===== src/rtl/ffd_pkg.sv =====
// Shared constants and helpers for the ffd_pipe register pipeline.
package ffd_pkg;

    localparam int DEF_WIDTH = 8;
    localparam int DEF_DEPTH = 4;

    // Bits needed to count 0..depth valid stages inclusive.
    function automatic int occ_w(input int depth);
        return $clog2(depth + 1);
    endfunction

endpackage


===== src/rtl/ffd_stage.sv =====
// One pipeline stage: WIDTH-bit data register plus its valid bit.
module ffd_stage #(
    parameter int               WIDTH   = 8,
    parameter logic [WIDTH-1:0] RST_VAL = '0
) (
    input  logic             clk,
    input  logic             rst_in,
    input  logic             clr_in,
    input  logic             en_in,
    input  logic [WIDTH-1:0] d_in,
    input  logic             vld_in,
    output logic [WIDTH-1:0] q_out,
    output logic             vld_out
);

    logic [WIDTH-1:0] r_data;
    logic             r_vld;

    // A flush only kills the valid bit; data keeps moving with en_in.
    always_ff @(posedge clk) begin
        if (rst_in) begin
            r_data <= RST_VAL;
            r_vld  <= 1'b0;
        end else begin
            if (en_in) begin
                r_data <= d_in;
            end
            if (clr_in) begin
                r_vld <= 1'b0;
            end else if (en_in) begin
                r_vld <= vld_in;
            end
        end
    end

    assign q_out   = r_data;
    assign vld_out = r_vld;

endmodule


===== src/rtl/ffd_pipe.sv =====
// Stallable DEPTH-stage register pipeline with valid bits, flush and occupancy count.
// Define FFD_PIPE_TAPS_EN to expose every stage register on taps_out.
module ffd_pipe
    import ffd_pkg::*;
#(
    parameter int               WIDTH   = DEF_WIDTH,
    parameter int               DEPTH   = DEF_DEPTH,
    parameter logic [WIDTH-1:0] RST_VAL = '0
) (
    input  logic                      clk,
    input  logic                      rst_in,
    input  logic                      en_in,
    input  logic                      clr_in,
    input  logic [WIDTH-1:0]          d_in,
    input  logic                      vld_in,
    output logic [WIDTH-1:0]          q_out,
    output logic                      vld_out,
    output logic [occ_w(DEPTH)-1:0]   occ_out
`ifdef FFD_PIPE_TAPS_EN
    ,
    output logic [WIDTH*DEPTH-1:0]    taps_out
`endif
);

    localparam int OCC_W = occ_w(DEPTH);

    // Index 0 is the pipe input; index k+1 is the output of stage k.
    logic [WIDTH-1:0] w_data [DEPTH+1];
    logic             w_vld  [DEPTH+1];
    logic [OCC_W-1:0] r_occ;

    assign w_data[0] = d_in;
    assign w_vld[0]  = vld_in;

    for (genvar k = 0; k < DEPTH; k++) begin : g_stage
        ffd_stage #(
            .WIDTH   (WIDTH),
            .RST_VAL (RST_VAL)
        ) u_stage (
            .clk     (clk),
            .rst_in  (rst_in),
            .clr_in  (clr_in),
            .en_in   (en_in),
            .d_in    (w_data[k]),
            .vld_in  (w_vld[k]),
            .q_out   (w_data[k+1]),
            .vld_out (w_vld[k+1])
        );
`ifdef FFD_PIPE_TAPS_EN
        assign taps_out[k*WIDTH +: WIDTH] = w_data[k+1];
`endif
    end

    // Tracked incrementally so occ_out stays a plain register output.
    always_ff @(posedge clk) begin
        if (rst_in || clr_in) begin
            r_occ <= '0;
        end else if (en_in) begin
            r_occ <= r_occ + OCC_W'(vld_in) - OCC_W'(w_vld[DEPTH]);
        end
    end

    assign q_out   = w_data[DEPTH];
    assign vld_out = w_vld[DEPTH];
    assign occ_out = r_occ;

endmodule


===== config.mk =====
export PLATFORM = sky130hd
export DESIGN_NAME = ffd_pipe
export DESIGN_NICKNAME = d
export VERILOG_FILES = /design/src/rtl/ffd_pkg.sv /design/src/rtl/ffd_stage.sv /design/src/rtl/ffd_pipe.sv
export SDC_FILE = /design/constraint.sdc
export NUM_CORES = 1
export LEC_CHECK = 0
export CORE_ASPECT_RATIO = 0.8
export CORE_MARGIN = 2
export CORE_UTILIZATION = 30
export CTS_CLUSTER_SIZE = 28
export DETAILED_ROUTE_END_ITERATION = 6
export HOLD_SLACK_MARGIN = 0.15
export PLACE_DENSITY = 0.56
export SYNTH_ARGS = -nofsm -noshare
export SYNTH_HDL_FRONTEND = slang
export SYNTH_SLANG_ARGS = --single-unit

===== constraint.sdc =====
create_clock -name clk -period 2.7 [get_ports clk]
set_input_delay 0.27 -clock clk [delete_from_list [all_inputs] [get_ports clk]]
set_output_delay 0.27 -clock clk [all_outputs]
set_load 0.01 [all_outputs]

==> results of run 1 <==
-- cell families (layout without fill, tap and decap cells) --
logic type	Yosys count	in the layout	share of synthesized area, %
and+or+nand+nor	40	40	10.4
adders and majority gates	3	3	3.06
buffers and inverters	14	37	5.70
muxes	37	37	25.2
AOI/OAI and AO/OA	3	3	1.96
xor gates and xnor gates	1	1	0.596
DFF	39	39	53.1
-- Yosys cell counts (all sizes together) --
cell type / instances / share of area [%]
clkbuf: 3 / 0.77
mux2i: 37 / 25
buf: 7 / 3.9
nor2: 39 / 10
a211oi: 2 / 1.4
fa: 1 / 1.4
xor2: 1 / 0.60
or2: 1 / 0.43
a31o: 1 / 0.60
ha: 2 / 1.7
inv: 4 / 1.0
dfxtp: 39 / 53
-- worst min-delay path by stage --
| stage | from | to | slack [ns] | cells past startpoint |
|---|---|---|---|---|
| floorplan | d_in[0] | g_stage[0].u_stage.q_out[0] | 0.42 | 2 |
| global placement | g_stage[1].u_stage.q_out[5] | g_stage[2].u_stage.q_out[5] | 0.47 | 2 |
| detailed placement | g_stage[0].u_stage.q_out[3] | g_stage[0].u_stage.q_out[3] | 0.48 | 2 |
| CTS | g_stage[0].u_stage.q_out[3] | g_stage[0].u_stage.q_out[3] | 0.50 | 2 |
| global route | g_stage[1].u_stage.q_out[5] | g_stage[1].u_stage.q_out[5] | 0.52 | 2 |
| finish | g_stage[0].u_stage.q_out[3] | g_stage[0].u_stage.q_out[3] | 0.50 | 2 |
-- worst max-delay path: stages (launching register included) --
cell	delay [ns]
dfxtp_1	0.36
inv_1	0.05
ha_1	0.26
inv_1	0.06
ha_1	0.13
inv_1	0.05
fa_1	0.37
xor2_1	0.23
a211oi_2	0.10
a31o_1	0.20
-- power by group --
part / internal [mW] / switching, mW / total, mW
logic: 0.0465 / 0.0400 / 0.0865
clock network: 0.200 / 0.180 / 0.380
registers: 0.591 / 0.00862 / 0.600
total: 0.838 / 0.228 / 1.07
-- per-stage QoR --
step	utilization, %	cell area [um2]	instances
2_1_floorplan	-	1470	137
3_3_place_gp	37.4	1740	213
3_5_place_dp	37.4	1740	213
4_1_cts	39.3	1830	220
5_1_grt	39.3	1830	220
6_report	39.3	1830	220
-- per-layer routing --
layer  up-vias  track usage (%)
met5         -                0
met4         0             6.88
met3         7             3.66
met2        21             15.6
met1       441             11.6
li1        490                -
-- final cells by class --
type	instances	area [um2]
fillers	441	2830
flip-flops and latches	39	781
multi-input cells	84	606
repair buffers	26	263
clock buffers	6	82.6
well taps	60	75.1
inverters	4	15.0
clock inverters	1	5.00
-- registers in the layout, summed over array words and instances (netlist names) --
name and cells:
occ_out 3, g_stage.u_stage.q_out 32, g_stage.u_stage.vld_out 4
==> run metrics, run 1 <==
minimum clock period 1.93 ns; Arr. time, crit path 2.11 ns; CTS tree done; reg-to-reg endpoint occ_out[2]; Num CTS Buffers 5; Routed WL 2370 um; Final GP Congestion 0.641; post-synthesis register bit count 39; Peak VDD IR 0.183 mV; Post-Syn Nets 153; setup TNS 0 ns; Syn Std Cell Area 1470 um2; CP Launch Type flip-flop; DR iter-0 viols 17; RSZ-0062 raised after global routing no; Initial Utilization 31.6%; pwr dens 584 nW/um2; n_diodes 0; worst hold slack 0.496 ns; max-cap violation count 0; Worst R2R Setup Slack 0.77 ns; CTS sink cnt 39; DRT Pass-1 Iters 4; post-placement worst setup slack 0.738 ns; Resize count post-CTS 0; total grt overflow 0; wire length on met3 127 um; Ys Warns 0; Via density 4.36; crit end category flip-flop; Power, Total 1.07 mW; routed metal-1 wirelength 1130 um; Hold Violations, Final 0; Synth Instances 137; Slew Limit Fails 0; Final setup viols 0; Syn-to-layout area delta 24.3%; Die H 66.6 um; CTS H-tree lvls 2; initial antenna violation count 0; total core area 4650 um2; post-CTS setup buffer count 0; DP HPWL 1680 um; CP startpoint occ_out[0]; wire per inst 10.8 um; Nets 176; layout cells sized above 1 6.88%; Seq/Total Area, Yosys 53.1%; cts hold-fix bufs 0; leakage power 0.791 nW; Worst-Skew Late Latency 0.28 ns; Yosys cell types 15; Worst Hold Class flip-flop to flip-flop; Antenna Nets Post-Route 0; Worst R2R Path Depth 9; # DRC 0; Reg clk slew, reported paths 0.07 ns; most frequent cells in the layout nor2_1, dfxtp_1, mux2i_1, clkdlybuf4s50_1, clkbuf_8; first-pass GRT wire length 4080 um; RR Startpoint occ_out[0]; die area 5480 um2; highest metal used met4; Worst setup endpoint occ_out[2]; number of global-route vias before repair 918; status finished, final reports clean; WL met2 1040 um; Die W 82.3 um; CTS max path bufs 2; largest net degree at the start of global routing 33; Syn Area/Cell 10.7 um2; Core Rows 22; setup slack after layout 0.771 ns; routed via count 959; actual slew at the worst max-slew pin 0.617 ns; port buffer count 24; Root Driver clkbuf_8; Max Fclk 0.518 GHz; Top Ports 25; Critical Setup Path Class flip-flop to flip-flop; crit share post-route 71.4%; Slew HR 58.8%; crit-path max FO 3; Setup Skew 0.00377 ns; Required @ worst endpoint 2.88 ns; gr usage total 10.1%
Note: power is estimated with default switching activity, not from simulation.
==> run 2: changes to the inputs <==
Settings changed: PLACE_DENSITY 0.56 to 0.58.
Clock period 2.7 ns to 1.77 ns, I/O delays scaled along.
==> run 2 against run 1 <==
Against the previous run: fmax is 15% higher; register-to-register slack worse by 0.68 ns; cell count increased by 1.4%; die area unchanged; flip-flop and latch count stayed put; power grew 69%; first-iteration DRC count is 5.9% higher; clock skew is 0.0020 ns higher; global-route usage rose by 0.46 points; critical path depth is 1 lower; cell area grew 4.5%; critical path type unchanged.
==> run metrics, run 2 (synthesis gave the netlist of run 1 again) <==
RSZ-0062 raised after global routing no; Core Util, Final 41.0% (+1.8 points); Max Fclk 0.596 GHz (+15%); Root Driver clkbuf_8; actual slew at the worst max-slew pin 0.482 ns (-0.135 ns); pwr dens 946 nW/um2 (+62%); gr usage total 10.6% (+0.46 points); Worst Hold Class input pin to flip-flop; Die W 82.3 um (unchanged); cts hold-fix bufs 0 (unchanged); Peak VDD IR 0.281 mV (+53%); Worst-Skew Late Latency 0.29 ns (about the same); Die H 66.6 um (unchanged); internal power 1.43 mW (+71%); Sw Share 20.7% (-0.72 points); Combinational Power Share 7.7% (-0.4 points); Reg clk slew, reported paths 0.07 ns (about the same); leakage power 0.813 nW (+2.8%); Worst R2R Path Depth 8 (-1); Worst setup endpoint occ_out[2]; routed via count 968 (+0.94%); n_diodes 0 (unchanged); status finished, final reports clean; Critical Setup Path Class flip-flop to flip-flop; Levels on crit path 8 (-1); Routed WL 2510 um (+5.8%); die area 5480 um2 (unchanged); Final GP Congestion 0.668 (+4.3%); Worst path slowest cell dfxtp_2; Arr. time, crit path 1.86 ns (-0.25 ns); CP Cell Sequence ha_4 -> inv_2 -> ha_4 -> inv_2 -> fa_2 -> xor2_2 -> a211oi_2 -> a31o_1; CP startpoint g_stage[3].u_stage.vld_out; Design Area, Final 1910 um2 (+4.5%); Hold Violations, Final 0 (unchanged); Via density 4.34 (-0.42%); most common cell after layout, fill and taps aside nor2_1; Syn-to-layout area delta 29.9%; DR iter-0 viols 18 (+1); Nets 178 (+1.1%); number of flip-flops in the largest register 32 (unchanged); max-cap violation count 0 (unchanged); CTS H-tree lvls 2 (unchanged); crit-path max FO 3 (unchanged); total core area 4650 um2 (unchanged); WP buf/inv 2 (-1); DP HPWL 1700 um (+0.93%); Slew Limit Fails 0 (unchanged); placed instance area 1750 um2 (+0.65%); CTS tree done; RR Startpoint g_stage[3].u_stage.vld_out; clock power share 41.6% (+6.0 points); Slew HR 67.8% (+9.0 points); total grt overflow 0 (unchanged); reg-to-reg endpoint occ_out[2]; Num CTS Buffers 5 (unchanged); setup slack after layout 0.0912 ns (-0.680 ns); Power, Total 1.81 mW (+69%); number of global-route vias before repair 949 (+3.4%); setup TNS 0 ns (unchanged); layout cells sized above 1 14.1% (+7.2 points); largest net degree at the start of global routing 33 (unchanged); CTS max path bufs 2 (unchanged); DRT Pass-1 Iters 4 (unchanged); Antenna Nets Post-Route 0 (unchanged); Worst R2R Setup Slack 0.09 ns (-0.68 ns); Min-Delay Startpoint en_in; first-pass GRT wire length 4270 um (+4.8%); most frequent cells in the layout nor2_1, mux2i_1, dfxtp_1, clkdlybuf4s50_1, clkbuf_8; initial antenna violation count 0 (unchanged); port buffer count 24 (unchanged); post-placement worst setup slack -0.0496 ns (-0.787 ns); CP Launch Type flip-flop; Layout fillers 444 (+0.68%); Reg power frac 50.7% (-5.6 points); Psw 0.374 mW (+64%); CTS sink cnt 39 (unchanged); crit end category flip-flop; Core Rows 22 (unchanged); crit share post-route 94.8% (+23 points); Crit path largest cell delay 0.37 ns (about the same); # DRC 0 (unchanged); Top Ports 25 (unchanged); Initial Utilization 31.6% (unchanged); Required @ worst endpoint 1.95 ns (-0.93 ns); Setup Skew 0.00581 ns (+0.00204 ns); wire per inst 11.2 um (+4.4%); Final setup viols 0 (unchanged); minimum clock period 1.68 ns (-0.250 ns); family with the most delay on the worst path adder cells
## run 2: changes by cell type in the layout (fill, tap and decap cells not counted), sizes merged
cell	previous run	this run
buf	3	5
bufinv	0	1
## run 2: cell type report
class	count	area, um2	share of cell area (%)
Sequential cell	39	783	41.0
Multi-Input combinational cell	84	641	33.6
Timing Repair Buffer	28	278	14.5
Clock buffer	6	82.6	4.33
Tap cell	60	75.1	3.93
Clock inverter	2	35.0	1.83
Inverter	4	15.0	0.786
## run 2: through the flow
stage,instances,hold WS (ns)
after floorplan,137,0.324
after global placement,214,0.472
after detailed placement,214,0.488
after CTS,223,0.427
after global routing,223,0.425
final,223,0.432
## run 2: worst reg2reg max path, stage by stage (launching register included)
cell	delay [ns]
dfxtp_2	0.37
ha_4	0.21
inv_2	0.06
ha_4	0.12
inv_2	0.03
fa_2	0.34
xor2_2	0.17
a211oi_2	0.08
a31o_1	0.19
## run 2: per-layer routing
layer / up-vias / GRT usage [%] / routed length [um]
li1: 496 / - / -
met1: 447 / 12.4 / 1170
met2: 19 / 16.7 / 1170
met3: 6 / 4.34 / 115
met4: 0 / 5.00 / 49
met5: - / 0 / 0
## run 2: how the worst min path moves through the flow
stage	endpoint	cells after the start
global placement	g_stage[2].u_stage.q_out[6]	2
global route	occ_out[2]	2
finish	g_stage[3].u_stage.q_out[7]	3
CTS	occ_out[2]	2
floorplan	g_stage[0].u_stage.q_out[0]	2
detailed placement	g_stage[3].u_stage.q_out[1]	2
## run 2: power groups by stage
stage	logic, mW	registers [mW]	clock network, mW
after floorplan	0.0915	0.934	0
after global routing	0.153	0.918	0.832
after detailed placement	0.135	0.936	0
final	0.139	0.915	0.752
after CTS	0.140	0.915	0.780
after global placement	0.131	0.934	0
## run 2: what timing repair did
item	in CTS	in global routing
buffers inserted	1	0
gates resized for setup	7	1
cloned	0	0
endpoints found under the setup margin	1	1
pin swaps	3	3
==> run 3: changes to the inputs <==
Settings changed: REMOVE_ABC_BUFFERS from default to 1.
Clock period 1.77 ns to 1.4 ns, I/O delays scaled along.
==> run 3 against run 2 <==
Against the previous run: the run now ends with setup timing left; critical endpoint unchanged; core utilization down 0.46 points; via count up 0.31%; worst setup slack worse by 0.40 ns.
==> run metrics, run 3 (synthesis gave the netlist of run 1 again) <==
Worst Hold Class input pin to flip-flop; first-pass GRT wire length 4470 um (+4.7%); total grt overflow 0 (unchanged); Antenna Nets Post-Route 0 (unchanged); Die H 66.6 um (unchanged); layout cells sized above 1 14.6% (+0.52 points); CTS H-tree lvls 2 (unchanged); Setup Skew 0.00349 ns (-0.00232 ns); Worst R2R Path Depth 9 (+1); # DRC 0 (unchanged); Critical Setup Path Class flip-flop to flip-flop; total core area 4650 um2 (unchanged); setup slack after layout -0.307 ns (-0.398 ns); routed via count 971 (+0.31%); Via density 4.33 (-0.14%); Initial Utilization 31.6% (unchanged); Hold Path Sink occ_out[1]; Final setup viols 2 (+2); max-cap violation count 0 (unchanged); Reg power frac 57.9% (+7.2 points); Combinational Power Share 8.9% (+1.2 points); Max Fclk 0.586 GHz (-1.6%); crit end category flip-flop; port buffer count 24 (unchanged); most frequent cells in the layout nor2_1, mux2i_1, dfxtp_1, clkdlybuf4s50_1, buf_4; RR Startpoint occ_out[0]; Nets 181 (+1.7%); Syn-to-layout area delta 28.4%; n_diodes 0 (unchanged); CTS sink cnt 39 (unchanged); crit share post-route 122% (+27 points); cts hold-fix bufs 0 (unchanged); Hold Violations, Final 0 (unchanged); CTS max path bufs 2 (unchanged); crit-path max FO 2 (-1); Core Rows 22 (unchanged); Slew Limit Fails 0 (unchanged); pwr dens 1060 nW/um2 (+12%); Worst R2R Setup Slack -0.31 ns (-0.40 ns); number of flip-flops in the largest register 32 (unchanged); Peak VDD IR 0.370 mV (+31%); Psw 0.429 mW (+15%); hold path cells 3 (unchanged); initial antenna violation count 0 (unchanged); actual slew at the worst max-slew pin 0.314 ns (-0.169 ns); Arr. time, crit path 1.88 ns (+0.02 ns); die area 5480 um2 (unchanged); Final GP Congestion 0.709 (+6.1%); DR iter-0 viols 30 (+12); Worst-Skew Late Latency 0.28 ns (about the same); multi-input logic area 641 um2 (unchanged); number of global-route vias before repair 1004 (+5.8%); violated checks setup timing; internal power 1.57 mW (+9.5%); gr usage total 11.2% (+0.66 points); CP Launch Type flip-flop; Root Driver clkbuf_8; Routed WL 2560 um (+2.0%); Layout fillers 453 (+2.0%); DRT Pass-1 Iters 4 (unchanged); Sequential Area 785 um2 (+0.16%); Top Ports 25 (unchanged); Slew HR 79.1% (+11 points); Sw Share 21.5% (+0.78 points); CP startpoint occ_out[0]; largest net degree at the start of global routing 42 (+27%); DP HPWL 1700 um (about the same); reg-to-reg endpoint occ_out[2]; status finished, violations left; CTS tree done; Num CTS Buffers 5 (unchanged); minimum clock period 1.71 ns (+0.0279 ns); most common cell after layout, fill and taps aside nor2_1; clock power share 33.1% (-8.5 points); Finished Layout Cells 224 (+0.45%); post-placement cell count 217 (+1.4%); Min-Delay Startpoint en_in; RSZ-0062 raised after global routing yes; Power, Total 2.00 mW (+11%); wire per inst 11.4 um (+1.5%); Reg clk slew, reported paths 0.07 ns (about the same); Required @ worst endpoint 1.57 ns (-0.38 ns); leakage power 0.832 nW (+2.3%); Die W 82.3 um (unchanged)
[run 3: timing repair]
action                     4_1_cts  5_1_grt
setup endpoints to repair        4        3
gates resized for setup         13        1
buffers inserted                 0        1
pin swaps                        4        4
[run 3: power by group through the flow]
stage	clock network [mW]	logic (mW)	registers, mW
3_3_place_gp	0	0.169	1.18
3_5_place_dp	0	0.175	1.18
4_1_cts	0.700	0.180	1.16
5_1_grt	0.758	0.199	1.16
6_report	0.662	0.179	1.16
2_1_floorplan	0	0.0683	1.18
[run 3: final cells by class]
| type | count | share of cell area [%] |
|---|---|---|
| clock buffers | 6 | 3.84 |
| inverters | 4 | 0.795 |
| multi-input cells | 84 | 33.9 |
| flip-flops and latches | 39 | 41.6 |
| well taps | 60 | 3.98 |
| repair buffers | 31 | 15.9 |
[run 3: per-stage QoR]
stage	worst slack, ns	instance area (um2)	util [%]	TNS, ns	hold slack, ns
floorplan	-0.426	1400	-	-0.640	0.212
global placement	-0.393	1770	38.0	-0.550	0.472
detailed placement	-0.446	1770	38.0	-0.678	0.485
CTS	-0.342	1880	40.4	-0.534	0.377
global route	-0.420	1890	40.6	-0.687	0.412
finish	-0.307	1890	40.6	-0.495	0.388
[run 3: worst max path at each step]
stage	endpoint	slack, ns	depth (start not counted)
3_5_place_dp	occ_out[2]	-0.45	9
6_report	occ_out[2]	-0.31	9
4_1_cts	occ_out[2]	-0.34	9
3_3_place_gp	occ_out[2]	-0.39	9
2_1_floorplan	occ_out[2]	-0.43	9
5_1_grt	occ_out[2]	-0.42	9
[run 3: worst max-delay path: stages (launching register included)]
cell and delay [ns]:
dfxtp_2 0.34, inv_2 0.05, ha_4 0.21, inv_2 0.06, ha_4 0.11, inv_2 0.03, fa_2 0.35, xor2_2 0.18
a211oi_2 0.09, a31o_1 0.19
[run 3: routing by layer]
| metal | track usage (%) | part of all wire [%] | routed length (um) | vias up |
|---|---|---|---|---|
| met5 | 0 | 0 | 0 | - |
| met3 | 3.79 | 3.4 | 87 | 4 |
| met1 | 11.6 | 46 | 1170 | 451 |
| met4 | 6.88 | 2.2 | 56 | 0 |
| li1 | - | - | - | 499 |
| met2 | 19.5 | 48 | 1240 | 17 |
